**config.mk**
```make
export PLATFORM = sky130hd
export DESIGN_NAME = mem_int_flat
export DESIGN_NICKNAME = d
export VERILOG_FILES = /design/src/rtl/mem_int_if.sv /design/src/rtl/mem_int.sv /design/src/flat_wrapper.sv
export SDC_FILE = /design/constraint.sdc
export NUM_CORES = 1
export LEC_CHECK = 0
export BUFFER_PORTS_ARGS = -buffer_cell sky130_fd_sc_hd__buf_4
export CELL_PAD_IN_SITES_DETAIL_PLACEMENT = 1
export CELL_PAD_IN_SITES_GLOBAL_PLACEMENT = 1
export CORE_AREA = 4 4 437 439
export DETAILED_ROUTE_END_ITERATION = 6
export DIE_AREA = 0 0 441 443
export GPL_TIMING_DRIVEN = 0
export PLACE_DENSITY = 0.41
export RECOVER_POWER = 25
export SLEW_MARGIN = 25
export SYNTH_ARGS = -nofsm -noshare
export SYNTH_HDL_FRONTEND = slang
export SYNTH_SLANG_ARGS = --single-unit
```
**constraint.sdc**
```tcl
create_clock -name clk -period 5.9 [get_ports clk]
set_clock_uncertainty 0.15 [all_clocks]
set_input_delay 1.77 -clock clk [delete_from_list [all_inputs] [get_ports clk]]
set_output_delay 1.77 -clock clk [all_outputs]
set_load 0.005 [all_outputs]
```
**src/rtl/mem_int_if.sv**
```systemverilog
// Bus bundle between the pattern-search engine and its DDR read port / query source.
// The master modport is the engine's view; slave is the memory/host side.
interface mem_int_if #(
    parameter int ADDR_W    = 32,
    parameter int LINE_BITS = 512
);
    logic                 ddr_rd;
    logic [ADDR_W-1:0]    readAdd;
    logic                 ddr_rd_done;
    logic                 ddr_rd_valid;
    logic [LINE_BITS-1:0] ddr_rd_data;
    logic [511:0]         query;
    logic                 queryValid;
    logic [ADDR_W-1:0]    locationStart;
    logic [ADDR_W-1:0]    locationEnd;
    logic                 hitTEST;

    modport master (
        output ddr_rd, readAdd, locationStart, locationEnd, hitTEST,
        input  ddr_rd_done, ddr_rd_valid, ddr_rd_data, query, queryValid
    );

    modport slave (
        input  ddr_rd, readAdd, locationStart, locationEnd, hitTEST,
        output ddr_rd_done, ddr_rd_valid, ddr_rd_data, query, queryValid
    );
endinterface

```
**src/rtl/mem_int.sv**
```systemverilog
// Scans DB_LINES consecutive DDR lines for a QUERY_BITS pattern at lane-aligned
// positions, one outstanding read at a time, reporting the bit address of each hit.
module mem_int #(
    parameter int ADDR_W     = 32,
    parameter int LINE_BITS  = 512,
    parameter int QUERY_BITS = 32,
    parameter int DB_LINES   = 12
) (
    input  logic      clk,
    input  logic      rst,
    mem_int_if.master bus
);
    localparam int LANES  = LINE_BITS / QUERY_BITS;
    localparam int LANE_W = (LANES > 1) ? $clog2(LANES) : 1;
    localparam int IDX_W  = (DB_LINES > 1) ? $clog2(DB_LINES) : 1;
    localparam logic [IDX_W-1:0] LAST_IDX = IDX_W'(DB_LINES - 1);

    typedef enum logic [1:0] {
        IDLE = 2'd0,
        REQ  = 2'd1,
        WAIT = 2'd2
    } state_t;

    state_t                state;
    logic [IDX_W-1:0]      line_idx;
    logic [QUERY_BITS-1:0] query_q;
    logic                  done_seen;

    logic                  lane_hit;
    logic [LANE_W-1:0]     hit_lane;
    logic [ADDR_W-1:0]     hit_addr;

    // NOTE: every variable gets a default before the loop, otherwise the
    // no-match path would leave it unassigned and synthesis infers a latch.
    // Scanning from the top lane down lets the lowest matching lane win.
    always_comb begin
        lane_hit = 1'b0;
        hit_lane = '0;
        for (int i = LANES - 1; i >= 0; i--) begin
            if (bus.ddr_rd_data[i*QUERY_BITS +: QUERY_BITS] == query_q) begin
                lane_hit = 1'b1;
                hit_lane = LANE_W'(i);
            end
        end
    end

    assign hit_addr = bus.readAdd + ADDR_W'(hit_lane) * ADDR_W'(QUERY_BITS);

    // NOTE: non-blocking assignments throughout so every register samples the
    // values from before this edge, independent of statement order.
    always_ff @(posedge clk) begin
        if (rst) begin
            state             <= IDLE;
            line_idx          <= '0;
            query_q           <= '0;
            done_seen         <= 1'b0;
            bus.ddr_rd        <= 1'b0;
            bus.readAdd       <= '0;
            bus.hitTEST       <= 1'b0;
            bus.locationStart <= '0;
            bus.locationEnd   <= '0;
        end else begin
            bus.ddr_rd  <= 1'b0;
            bus.hitTEST <= 1'b0;
            unique case (state)
                IDLE: begin
                    if (bus.queryValid) begin
                        query_q     <= bus.query[QUERY_BITS-1:0];
                        line_idx    <= '0;
                        bus.readAdd <= '0;
                        done_seen   <= 1'b0;
                        bus.ddr_rd  <= 1'b1;
                        state       <= REQ;
                    end
                end
                REQ: begin
                    // The acknowledge may coincide with the request pulse itself.
                    done_seen <= bus.ddr_rd_done;
                    state     <= WAIT;
                end
                WAIT: begin
                    if (bus.ddr_rd_valid) begin
                        done_seen <= 1'b0;
                        if (lane_hit) begin
                            bus.hitTEST       <= 1'b1;
                            bus.locationStart <= hit_addr;
                            bus.locationEnd   <= hit_addr + ADDR_W'(QUERY_BITS - 1);
                        end
                        if (line_idx == LAST_IDX) begin
                            state <= IDLE;
                        end else begin
                            line_idx    <= line_idx + IDX_W'(1);
                            bus.readAdd <= bus.readAdd + ADDR_W'(LINE_BITS);
                            bus.ddr_rd  <= 1'b1;
                            state       <= REQ;
                        end
                    end else begin
                        done_seen <= done_seen | bus.ddr_rd_done;
                    end
                end
                default: state <= IDLE;
            endcase
        end
    end
endmodule

```
**src/flat_wrapper.sv**
```systemverilog
// flat-port wrapper written by rule: the top's interface ports become plain ports
module mem_int_flat 
#(
    parameter int ADDR_W     = 32,
    parameter int LINE_BITS  = 512,
    parameter int QUERY_BITS = 32,
    parameter int DB_LINES   = 12
)
  (clk, rst, bus_ddr_rd, bus_readAdd, bus_locationStart, bus_locationEnd, bus_hitTEST, bus_ddr_rd_done, bus_ddr_rd_valid, bus_ddr_rd_data, bus_query, bus_queryValid);
  mem_int_if #(.ADDR_W(ADDR_W), .LINE_BITS(LINE_BITS)) bus_i ();
  input  logic clk;
  input  logic rst;
  output wire logic [$bits(bus_i.ddr_rd)-1:0] bus_ddr_rd;
  output wire logic [$bits(bus_i.readAdd)-1:0] bus_readAdd;
  output wire logic [$bits(bus_i.locationStart)-1:0] bus_locationStart;
  output wire logic [$bits(bus_i.locationEnd)-1:0] bus_locationEnd;
  output wire logic [$bits(bus_i.hitTEST)-1:0] bus_hitTEST;
  input wire logic [$bits(bus_i.ddr_rd_done)-1:0] bus_ddr_rd_done;
  input wire logic [$bits(bus_i.ddr_rd_valid)-1:0] bus_ddr_rd_valid;
  input wire logic [$bits(bus_i.ddr_rd_data)-1:0] bus_ddr_rd_data;
  input wire logic [$bits(bus_i.query)-1:0] bus_query;
  input wire logic [$bits(bus_i.queryValid)-1:0] bus_queryValid;
  assign bus_ddr_rd = bus_i.ddr_rd;
  assign bus_readAdd = bus_i.readAdd;
  assign bus_locationStart = bus_i.locationStart;
  assign bus_locationEnd = bus_i.locationEnd;
  assign bus_hitTEST = bus_i.hitTEST;
  assign bus_i.ddr_rd_done = bus_ddr_rd_done;
  assign bus_i.ddr_rd_valid = bus_ddr_rd_valid;
  assign bus_i.ddr_rd_data = bus_ddr_rd_data;
  assign bus_i.query = bus_query;
  assign bus_i.queryValid = bus_queryValid;
  mem_int #(.ADDR_W(ADDR_W), .LINE_BITS(LINE_BITS), .QUERY_BITS(QUERY_BITS), .DB_LINES(DB_LINES)) u_core (.clk(clk), .rst(rst), .bus(bus_i));
endmodule
```
==> results of run 1 <==
[flip-flops by register name, summed over array words and instances (netlist names)]
signal / flops
u_core.state: 2
u_core.line_idx: 4
u_core.bus.ddr_rd: 1
u_core.bus.hitTEST: 1
u_core.bus.locationEnd: 28
u_core.bus.readAdd: 23
u_core.query_q: 32
u_core.bus.locationStart: 25
[worst max-delay path, delay by kind of cell]
family          cells  cell delay (ns)
xor+xnor            1             0.31
buf+inv             3             0.51
simple gates        5             1.92
compound gates      2             0.61
[per-stage QoR]
step	total power (uW)	hold slack, ns	util	cell area [um^2]
floorplan	1410	0.298	-	11800
finish	3230	0.308	0.108	20200
global placement	2080	0.292	0.105	19600
detailed placement	2090	0.301	0.106	19800
global route	3400	0.329	0.108	20200
CTS	3330	0.311	0.109	20400
[kinds of logic after synthesis]
logic type / Yosys count / share of synthesized area
AOI/OAI and AO/OA: 134 / 0.0730
xor gates and xnor gates: 524 / 0.398
adders and majority gates: 3 / 0.00320
buffers and inverters: 129 / 0.106
DFF: 116 / 0.198
other: 1 / 0.000320
and+or+nand+nor: 474 / 0.221
[where the power goes]
group          internal (uW)  switching (uW)  total (uW)
Sequential               799            8.29         807
Clock                    643             535        1180
Combinational            590             651        1240
Total                   2030            1190        3230
[cell usage in the layout, fill, tap and decap left out, types with 10 or more instances in the layout]
master,netlist,routed
and3_1,15,15
a21oi_1,77,77
nor2_1,40,40
clkbuf_16,0,17
nand2_1,141,141
o211ai_1,11,11
xnor2_1,471,470
nand3_1,26,26
buf_12,10,10
o21ai_0,17,17
nor4_1,35,25
buf_6,54,54
buf_4,21,611
dfxtp_1,116,116
or3_1,18,18
conb_1,1,15
nand2_4,10,10
clkbuf_1,21,65
xor2_1,44,44
nor3_1,25,25
nand4_1,137,137
nor4_2,3,13
[per-layer routing]
layer  wire length (um)  part of all wire
met5                 10          0.000087
met4               1880             0.016
met3               6120             0.053
met2              61600              0.53
met1              45900              0.40
[final cells by class]
| class | count | share of cell area |
|---|---|---|
| Timing Repair Buffer | 638 | 0.229 |
| Antenna cell | 9 | 0.00111 |
| Sequential cell | 116 | 0.115 |
| Buffer | 123 | 0.0597 |
| Multi-Input combinational cell | 1150 | 0.409 |
| Inverter | 6 | 0.00111 |
| Tap cell | 2495 | 0.154 |
| Clock buffer | 17 | 0.0210 |
| Clock inverter | 15 | 0.00910 |
[worst max-delay path by stage]
stage / to / cells past startpoint / startpoint / slack, ns
after floorplan: u_core.bus.locationEnd[24]$_SDFFE_PP0P_ / 10 / bus_ddr_rd_data[65] / 2.17
after global placement: u_core.bus.locationEnd[24]$_SDFFE_PP0P_ / 10 / bus_ddr_rd_data[485] / -0.54
after detailed placement: u_core.bus.locationEnd[20]$_SDFFE_PP0P_ / 11 / bus_ddr_rd_data[314] / 0.41
after CTS: u_core.bus.locationEnd[24]$_SDFFE_PP0P_ / 11 / bus_ddr_rd_data[314] / 0.96
after global routing: u_core.bus.locationEnd[28]$_SDFFE_PP0P_ / 11 / bus_ddr_rd_data[314] / 0.87
final: u_core.bus.locationEnd[24]$_SDFFE_PP0P_ / 11 / bus_ddr_rd_data[332] / 1.0
==> results.sh, run 1 <==
export IMPL_outcome="finished, final reports clean"
export IMPL_finalCriticalPeriod_ns=4.90
export IMPL_wire_per_inst_um=25.3
export IMPL_root_buffer="clkbuf_16"
export IMPL_met3_usage=0.0254
export IMPL_max_freq_ghz=0.204
export IMPL_rsz0062_at_grt="no"
export IMPL_cts_sinks=116
export IMPL_synth_top_area_frac=0.352
export IMPL_yosys_top_cells_count="471 x xnor2_1, 141 x nand2_1, 137 x nand4_1"
export IMPL_grt_pass1_vias=13900
export IMPL_syn_to_final_growth_pct=72.5
export IMPL_finalWorstSetupSlack_ns=0.998
export IMPL_ctsHoldBuffers=0
export IMPL_synth_cell_type_count=58
export IMPL_met2_usage=0.212
export IMPL_worst_r2r_startpoint="u_core.query_q[4]$_SDFFE_PP0P_"
export IMPL_r2r_end="u_core.bus.locationEnd[24]$_SDFFE_PP0P_"
export IMPL_finalHoldViolCount=0
export IMPL_dp_slack_ns=0.406
export IMPL_crit_chain="buf_4 -> xnor2_1 -> nand4_1 -> nor4_1 -> nand2_1 -> and4_4 -> buf_6 -> a41oi_4 -> buf_12 -> nand2_4 -> a21oi_1"
export IMPL_synth_edf_count=0
export IMPL_fillers=22300
export IMPL_top_usage_layer="met2"
export IMPL_drt_initial_drc_count=861
export IMPL_max_slew_margin=0.347
export IMPL_met1_usage=0.132
export IMPL_worst_pin_slew_ns=0.970
export IMPL_cpPeakStageDelay_ns=0.72
export IMPL_clk_insertion_delay_late_ns=0.50
export IMPL_initial_core_util=0.0626
export IMPL_cts_resized=0
export IMPL_crit_type="in2reg"
export IMPL_grt_max_degree=17
export IMPL_synth_warnings=0
export IMPL_timing_final_crit_share=0.831
export IMPL_io_pins=1127
export IMPL_worstPathArrival_ns=5.17
export IMPL_yosysSeqAreaShare=0.198
export IMPL_dpl_hpwl_um=97200
export IMPL_port_buffers=631
export IMPL_hold_class="reg2reg"
export IMPL_clockBufferDepth=2
export IMPL_ys_async_sr_fraction=0
export IMPL_ys_ff_latch=116
export IMPL_ir_worst_vdd_mv=0.232
export IMPL_hold_path_endpoint="u_core.bus.locationStart[16]$_SDFFE_PP0P_"
export IMPL_drive_gt1_frac=0.374
export IMPL_finalSetupTns_ns=0
export IMPL_ff_latch_area_um2=2320
export IMPL_cts_clk_slew_worst_paths_ns=0.07
export IMPL_antenna_left=0
export IMPL_antenna_found_initial=36
export IMPL_whs_path_depth=2
export IMPL_core_area_um2=187000
export IMPL_dieArea_um2=195000
export IMPL_setup_viol=0
export IMPL_gp_congestion=0.831
export IMPL_synth_most_common_cell="xnor2_1"
export IMPL_grt_usage=0.114
export IMPL_r2r_slack_ns=1.59
export IMPL_leakage_uw=0.00692
export IMPL_firstDrtPassIters=4
export IMPL_cts_tree="built"
export IMPL_dieWidth_um=441
export IMPL_grt_overflow_total=0
export IMPL_rr_worst_depth=12
export IMPL_dp_cells=4528
export IMPL_postCtsSetupBuffers=0
export IMPL_crit_fanout=10
export IMPL_drv_cap=0
export IMPL_htreeDepth=4
export IMPL_synth_area_leaders="xnor2_1 35%, dfxtp_1 20%, nand4_1 7.3%"
export IMPL_yosysTopAreaCell="xnor2_1"
export IMPL_drv_slew=0
export IMPL_numCtsBuffers=17
export IMPL_nNetsFinal=3084
export IMPL_die_h_um=443
export IMPL_syn_area_um2=11700
export IMPL_final_cells=4569
export IMPL_wirelength_um=115000
export IMPL_critPathRequiredTime_ns=6.16
export IMPL_rows=159
export IMPL_synth_cells=1381
export IMPL_multiInputGateArea_um2=8280
export IMPL_endpoint_kind="register"
export IMPL_power_density_nw_per_um2=160
export IMPL_viasPerCell=2.88
export IMPL_syn_avg_cell_area_um2=8.49
export IMPL_holdCritStartpoint="u_core.bus.locationStart[16]$_SDFFE_PP0P_"
export IMPL_grt_pass1_wl_um=144000
export IMPL_vias=13200
export IMPL_cp_start_kind="input port"
export IMPL_synth_main_ff_cell="dfxtp_1"
export IMPL_drc=0
export IMPL_crit_slowest_cell="nor4_1"
(Power assumes the default switching activity.)
==> run 2: changes to the inputs <==
- CORE_AREA: 4 4 437 439 -> 4 4 442 444
- DIE_AREA: 0 0 441 443 -> 0 0 446 448
- PLACE_DENSITY: 0.41 -> 0.4
- clock period: 5.9 -> 5.02 ns (I/O delays scaled with it)
==> results.sh, run 2 (synthesis gave the netlist of run 1 again) <==
export IMPL_antenna_left=0
export IMPL_numCtsBuffers=17
export IMPL_p_seq_frac=0.252
export IMPL_root_buffer="clkbuf_16"
export IMPL_crit_family="simple AND/OR/NAND/NOR gates"
export IMPL_rows=161
export IMPL_port_buffers=631
export IMPL_p_comb_frac=0.385
export IMPL_grt_pass1_wl_um=143000
export IMPL_drv_cap=0
export IMPL_switching_power_uw=1370
export IMPL_cts_sinks=116
export IMPL_drc=0
export IMPL_max_slew_margin=0.225
export IMPL_critPathRequiredTime_ns=5.28
export IMPL_setup_viol=0
export IMPL_crit_chain="buf_4 -> xnor2_2 -> nand4_1 -> nor4_1 -> nand2_1 -> and4_4 -> buf_6 -> a41oi_4 -> buf_6 -> nand2_1 -> a21oi_1"
export IMPL_antenna_found_initial=39
export IMPL_largest_registers="u_core.query_q x32, u_core.bus.locationEnd x28, u_core.bus.locationStart x25"
export IMPL_wirelength_um=116000
export IMPL_top_register="u_core.query_q"
export IMPL_drv_slew=0
export IMPL_dieWidth_um=446
export IMPL_p_int_uw=2390
export IMPL_io_pins=1127
export IMPL_grt_usage=0.111
export IMPL_leakage_uw=0.00690
export IMPL_outcome="finished, final reports clean"
export IMPL_max_freq_ghz=0.203
export IMPL_p_clk_frac=0.363
export IMPL_cp_start_kind="input port"
export IMPL_crit_slowest_cell="nor4_1"
export IMPL_wire_per_inst_um=25.2
export IMPL_endpoint_kind="register"
export IMPL_hold_slack_ns=0.306
export IMPL_hold_class="reg2reg"
export IMPL_gp_congestion=0.826
export IMPL_largest_reg_flops=32
export IMPL_die_h_um=448
export IMPL_grt_max_degree=17
export IMPL_ctsHoldBuffers=0
export IMPL_cpPeakStageDelay_ns=1.04
export IMPL_cts_resized=0
export IMPL_postCtsSetupBuffers=0
export IMPL_final_cell_mix="609 x buf_4, 471 x xnor2_1, 141 x nand2_1"
export IMPL_syn_to_final_growth_pct=72.5
export IMPL_rsz0062_at_grt="no"
export IMPL_cts_clk_slew_worst_paths_ns=0.07
export IMPL_crit_type="in2reg"
export IMPL_dieArea_um2=200000
export IMPL_grt_pass1_vias=13700
export IMPL_worstPathArrival_ns=5.19
export IMPL_power_density_nw_per_um2=186
export IMPL_crit_fanout=10
export IMPL_ir_worst_vdd_mv=0.148
export IMPL_met3_usage=0.0223
export IMPL_cts_tree="built"
export IMPL_finalHoldViolCount=0
export IMPL_top_usage_layer="met2"
export IMPL_layout_commonest_cell="buf_4"
export IMPL_drt_initial_drc_count=730
export IMPL_cp_depth=11
export IMPL_finalCriticalPeriod_ns=4.93
export IMPL_clk_insertion_delay_late_ns=0.49
export IMPL_crit_buf_inv=3
export IMPL_met1_usage=0.126
export IMPL_met2_usage=0.213
export IMPL_timing_final_crit_share=0.983
export IMPL_viasPerCell=2.86
export IMPL_drive_gt1_frac=0.372
export IMPL_initial_core_util=0.0612
export IMPL_core_area_um2=192000
export IMPL_clockBufferDepth=2
export IMPL_whs_path_depth=2
export IMPL_htreeDepth=4
export IMPL_p_sw_frac=0.364
export IMPL_final_util=0.106
export IMPL_firstDrtPassIters=6
export IMPL_dpl_hpwl_um=98500
export IMPL_nNetsFinal=3083
export IMPL_rr_worst_depth=12
export IMPL_vias=13100
export IMPL_grt_overflow_total=0
export IMPL_worst_pin_slew_ns=1.15
[run 2: cell type report]
type	instances	area [um^2]
flip-flops and latches	116	2320
clock inverters	14	165
repair buffers	637	4620
well taps	2526	3160
multi-input cells	1150	8260
fillers	22800	171000
inverters	6	22.5
diodes	9	22.5
plain buffers	123	1210
clock buffers	18	439
[run 2: through the flow]
step	power (uW)	TNS [ns]	std cells	cell area [um^2]	setup WS [ns]
floorplan	1650	0	1395	11800	1.56
global placement	2440	-40.87	4552	19700	-0.861
detailed placement	2460	-15.09	4558	19800	-0.395
CTS	3880	0	4590	20400	0.135
global route	3970	0	4596	20200	0.159
finish	3760	0	4599	20200	0.0877
[run 2: tightest hold or removal path: stages, from the launching register on]
cell     delay, ns
dfxtp_1       0.31
nand2_1       0.05
a21oi_1       0.05
[run 2: per-layer routing]
metal | vias to the layer above | share of wire
met4 | 4 | 0.019
met1 | 6530 | 0.39
met5 | - | 0.00021
li1 | 6076 | -
met3 | 105 | 0.046
met2 | 425 | 0.54
[run 2: power groups by stage]
stage               Clock, uW  Combinational, uW  Sequential [uW]
global route             1460               1560              951
CTS                      1440               1490              949
floorplan                   0                685              969
finish                   1360               1450              949
detailed placement          0               1490              970
global placement            0               1470              970
[run 2: path summary, 6_finish.rpt]
check	startpoint	end	slack (ns)
hold / removal	u_core.bus.locationStart[18]$_SDFFE_PP0P_	u_core.bus.locationStart[18]$_SDFFE_PP0P_	0.31
setup / recovery	bus_ddr_rd_data[297]	u_core.bus.locationStart[14]$_SDFFE_PP0P_	0.09
hold reg to reg	u_core.bus.locationStart[18]$_SDFFE_PP0P_	u_core.bus.locationStart[18]$_SDFFE_PP0P_	0.31
setup reg to reg	u_core.query_q[29]$_SDFFE_PP0P_	u_core.bus.locationStart[14]$_SDFFE_PP0P_	0.33
==> run 3: changes to the inputs <==
- SETUP_SLACK_MARGIN: unset -> 0.2
==> results.sh, run 3 (synthesis gave the netlist of run 1 again) <==
export IMPL_outcome="finished, final reports clean"
export IMPL_grt_max_degree=17
export IMPL_worst_pin_slew_ns=0.962
export IMPL_cts_clk_slew_worst_paths_ns=0.07
export IMPL_rows=161
export IMPL_dieArea_um2=200000
export IMPL_crit_chain="buf_4 -> xnor2_1 -> nand4_1 -> nor4_1 -> nand2_1 -> o211ai_1 -> a311oi_1 -> a211oi_1 -> nor2_1 -> ha_1 -> nand2_1 -> a21oi_1"
export IMPL_cp_depth=12
export IMPL_fillers=22700
export IMPL_crit_slowest_cell="nor4_1"
export IMPL_switching_power_uw=1370
export IMPL_worstPathArrival_ns=4.76
export IMPL_p_int_uw=2390
export IMPL_firstDrtPassIters=6
export IMPL_port_buffers=631
export IMPL_htreeDepth=4
export IMPL_setup_viol=0
export IMPL_initial_core_util=0.0612
export IMPL_ctsHoldBuffers=0
export IMPL_largest_registers="u_core.query_q x32, u_core.bus.locationEnd x28, u_core.bus.locationStart x25"
export IMPL_ir_worst_vdd_mv=0.148
export IMPL_critPathRequiredTime_ns=5.20
export IMPL_clockBufferDepth=2
export IMPL_r2r_end="u_core.bus.locationStart[14]$_SDFFE_PP0P_"
export IMPL_numCtsBuffers=17
export IMPL_die_h_um=448
export IMPL_leakage_uw=0.00690
export IMPL_drt_initial_drc_count=731
export IMPL_core_area_um2=192000
export IMPL_final_util=0.106
export IMPL_drv_cap=0
export IMPL_power_density_nw_per_um2=186
export IMPL_gp_congestion=0.826
export IMPL_grt_overflow_total=0
export IMPL_syn_to_final_growth_pct=72.6
export IMPL_max_freq_ghz=0.218
export IMPL_crit_family="simple AND/OR/NAND/NOR gates"
export IMPL_max_slew_margin=0.359
export IMPL_layout_commonest_cell="buf_4"
export IMPL_crit_type="in2reg"
export IMPL_grt_usage=0.111
export IMPL_hold_path_endpoint="u_core.bus.locationStart[18]$_SDFFE_PP0P_"
export IMPL_crit_path_frequent_cell="nand2_1"
export IMPL_worst_r2r_startpoint="u_core.query_q[10]$_SDFFE_PP0P_"
export IMPL_drive_gt1_frac=0.373
export IMPL_p_sw_frac=0.364
export IMPL_finalHoldViolCount=0
export IMPL_p_clk_frac=0.363
export IMPL_holdCritStartpoint="u_core.bus.locationStart[18]$_SDFFE_PP0P_"
export IMPL_grt_pass1_wl_um=143000
export IMPL_whs_path_depth=2
export IMPL_p_seq_frac=0.252
export IMPL_clk_insertion_delay_late_ns=0.49
export IMPL_hold_class="reg2reg"
export IMPL_p_comb_frac=0.385
export IMPL_cts_sinks=116
export IMPL_wire_per_inst_um=25.2
export IMPL_fin_area_um2=20200
export IMPL_root_buffer="clkbuf_16"
export IMPL_antenna_found_initial=39
export IMPL_grt_pass1_vias=13700
export IMPL_dpl_hpwl_um=98500
export IMPL_crit_fanout=4
export IMPL_cts_tree="built"
export IMPL_r2r_slack_ns=0.75
export IMPL_cpPeakStageDelay_ns=0.58
export IMPL_timing_final_crit_share=0.912
export IMPL_rsz0062_at_grt="no"
export IMPL_final_cell_mix="609 x buf_4, 471 x xnor2_1, 141 x nand2_1"
export IMPL_crit_buf_inv=1
export IMPL_vias=13100
export IMPL_dieWidth_um=446
export IMPL_nNetsFinal=3083
export IMPL_io_pins=1127
export IMPL_largest_reg_flops=32
export IMPL_top_register="u_core.query_q"
export IMPL_cp_start_kind="input port"
export IMPL_dpl_cell_area_um2=19800
export IMPL_antenna_left=0
export IMPL_endpoint_kind="register"
export IMPL_finalCriticalPeriod_ns=4.58
export IMPL_viasPerCell=2.86
export IMPL_rr_worst_depth=12
export IMPL_drv_slew=0
export IMPL_cts_resized=1
export IMPL_drc=0
export IMPL_wirelength_um=116000
export IMPL_postCtsSetupBuffers=0
-- run 3: cell counts in the layout (fill, tap and decap cells not counted) --
No cell type changed its count.
-- run 3: worst max-delay path by stage --
| stage | end | start | slack (ns) |
|---|---|---|---|
| 6_report | u_core.bus.locationStart[6]$_SDFFE_PP0P_ | bus_ddr_rd_data[424] | 0.44 |
| 5_1_grt | u_core.bus.locationStart[6]$_SDFFE_PP0P_ | bus_ddr_rd_data[485] | 0.23 |
| 4_1_cts | u_core.bus.locationStart[6]$_SDFFE_PP0P_ | bus_ddr_rd_data[485] | 0.29 |
| 3_5_place_dp | u_core.bus.locationStart[14]$_SDFFE_PP0P_ | bus_ddr_rd_data[300] | -0.40 |
| 3_3_place_gp | u_core.bus.locationEnd[24]$_SDFFE_PP0P_ | bus_ddr_rd_data[472] | -0.86 |
| 2_1_floorplan | u_core.bus.locationEnd[24]$_SDFFE_PP0P_ | bus_ddr_rd_data[65] | 1.56 |
-- run 3: worst min-delay path, delay by kind of cell, from the launching register on --
kind               cells  cell delay (ns)
DFF                    1             0.31
AOI/OAI and AO/OA      1             0.05
and+or+nand+nor        1             0.05
-- run 3: final cells by class --
class / count / area [um^2] / share of cell area
inverter: 6 / 22.5 / 0.00111
antenna: 9 / 22.5 / 0.00111
sequential: 116 / 2320 / 0.115
clock inverter: 14 / 165 / 0.00817
tap: 2526 / 3160 / 0.156
timing repair buffer: 637 / 4620 / 0.228
buffer: 123 / 1210 / 0.0598
clock buffer: 18 / 439 / 0.0217
multi-input combinational: 1150 / 8260 / 0.409
-- run 3: layer usage --
layer | track usage | wire, um | vias up | part of all wire
met5 | 0 | 24 | - | 0.00021
met2 | 0.213 | 62900 | 425 | 0.54
met1 | 0.126 | 45300 | 6529 | 0.39
met4 | 0.0232 | 2210 | 4 | 0.019
li1 | - | - | 6076 | -
met3 | 0.0223 | 5380 | 105 | 0.046
-- run 3: power groups by stage --
stage	registers [uW]	clock network (uW)	logic [uW]
floorplan	969	0	685
global placement	970	0	1470
detailed placement	970	0	1490
CTS	949	1440	1490
global route	951	1460	1560
finish	949	1360	1450
-- run 3: stage by stage --
step | instances | hold slack [ns] | worst slack, ns | power [uW] | setup TNS (ns)
detailed placement | 4558 | 0.301 | -0.395 | 2460 | -15.09
CTS | 4590 | 0.311 | 0.290 | 3880 | 0
global route | 4596 | 0.320 | 0.226 | 3970 | 0
finish | 4599 | 0.306 | 0.443 | 3760 | 0
floorplan | 1395 | 0.298 | 1.56 | 1650 | 0
global placement | 4552 | 0.297 | -0.861 | 2440 | -40.87
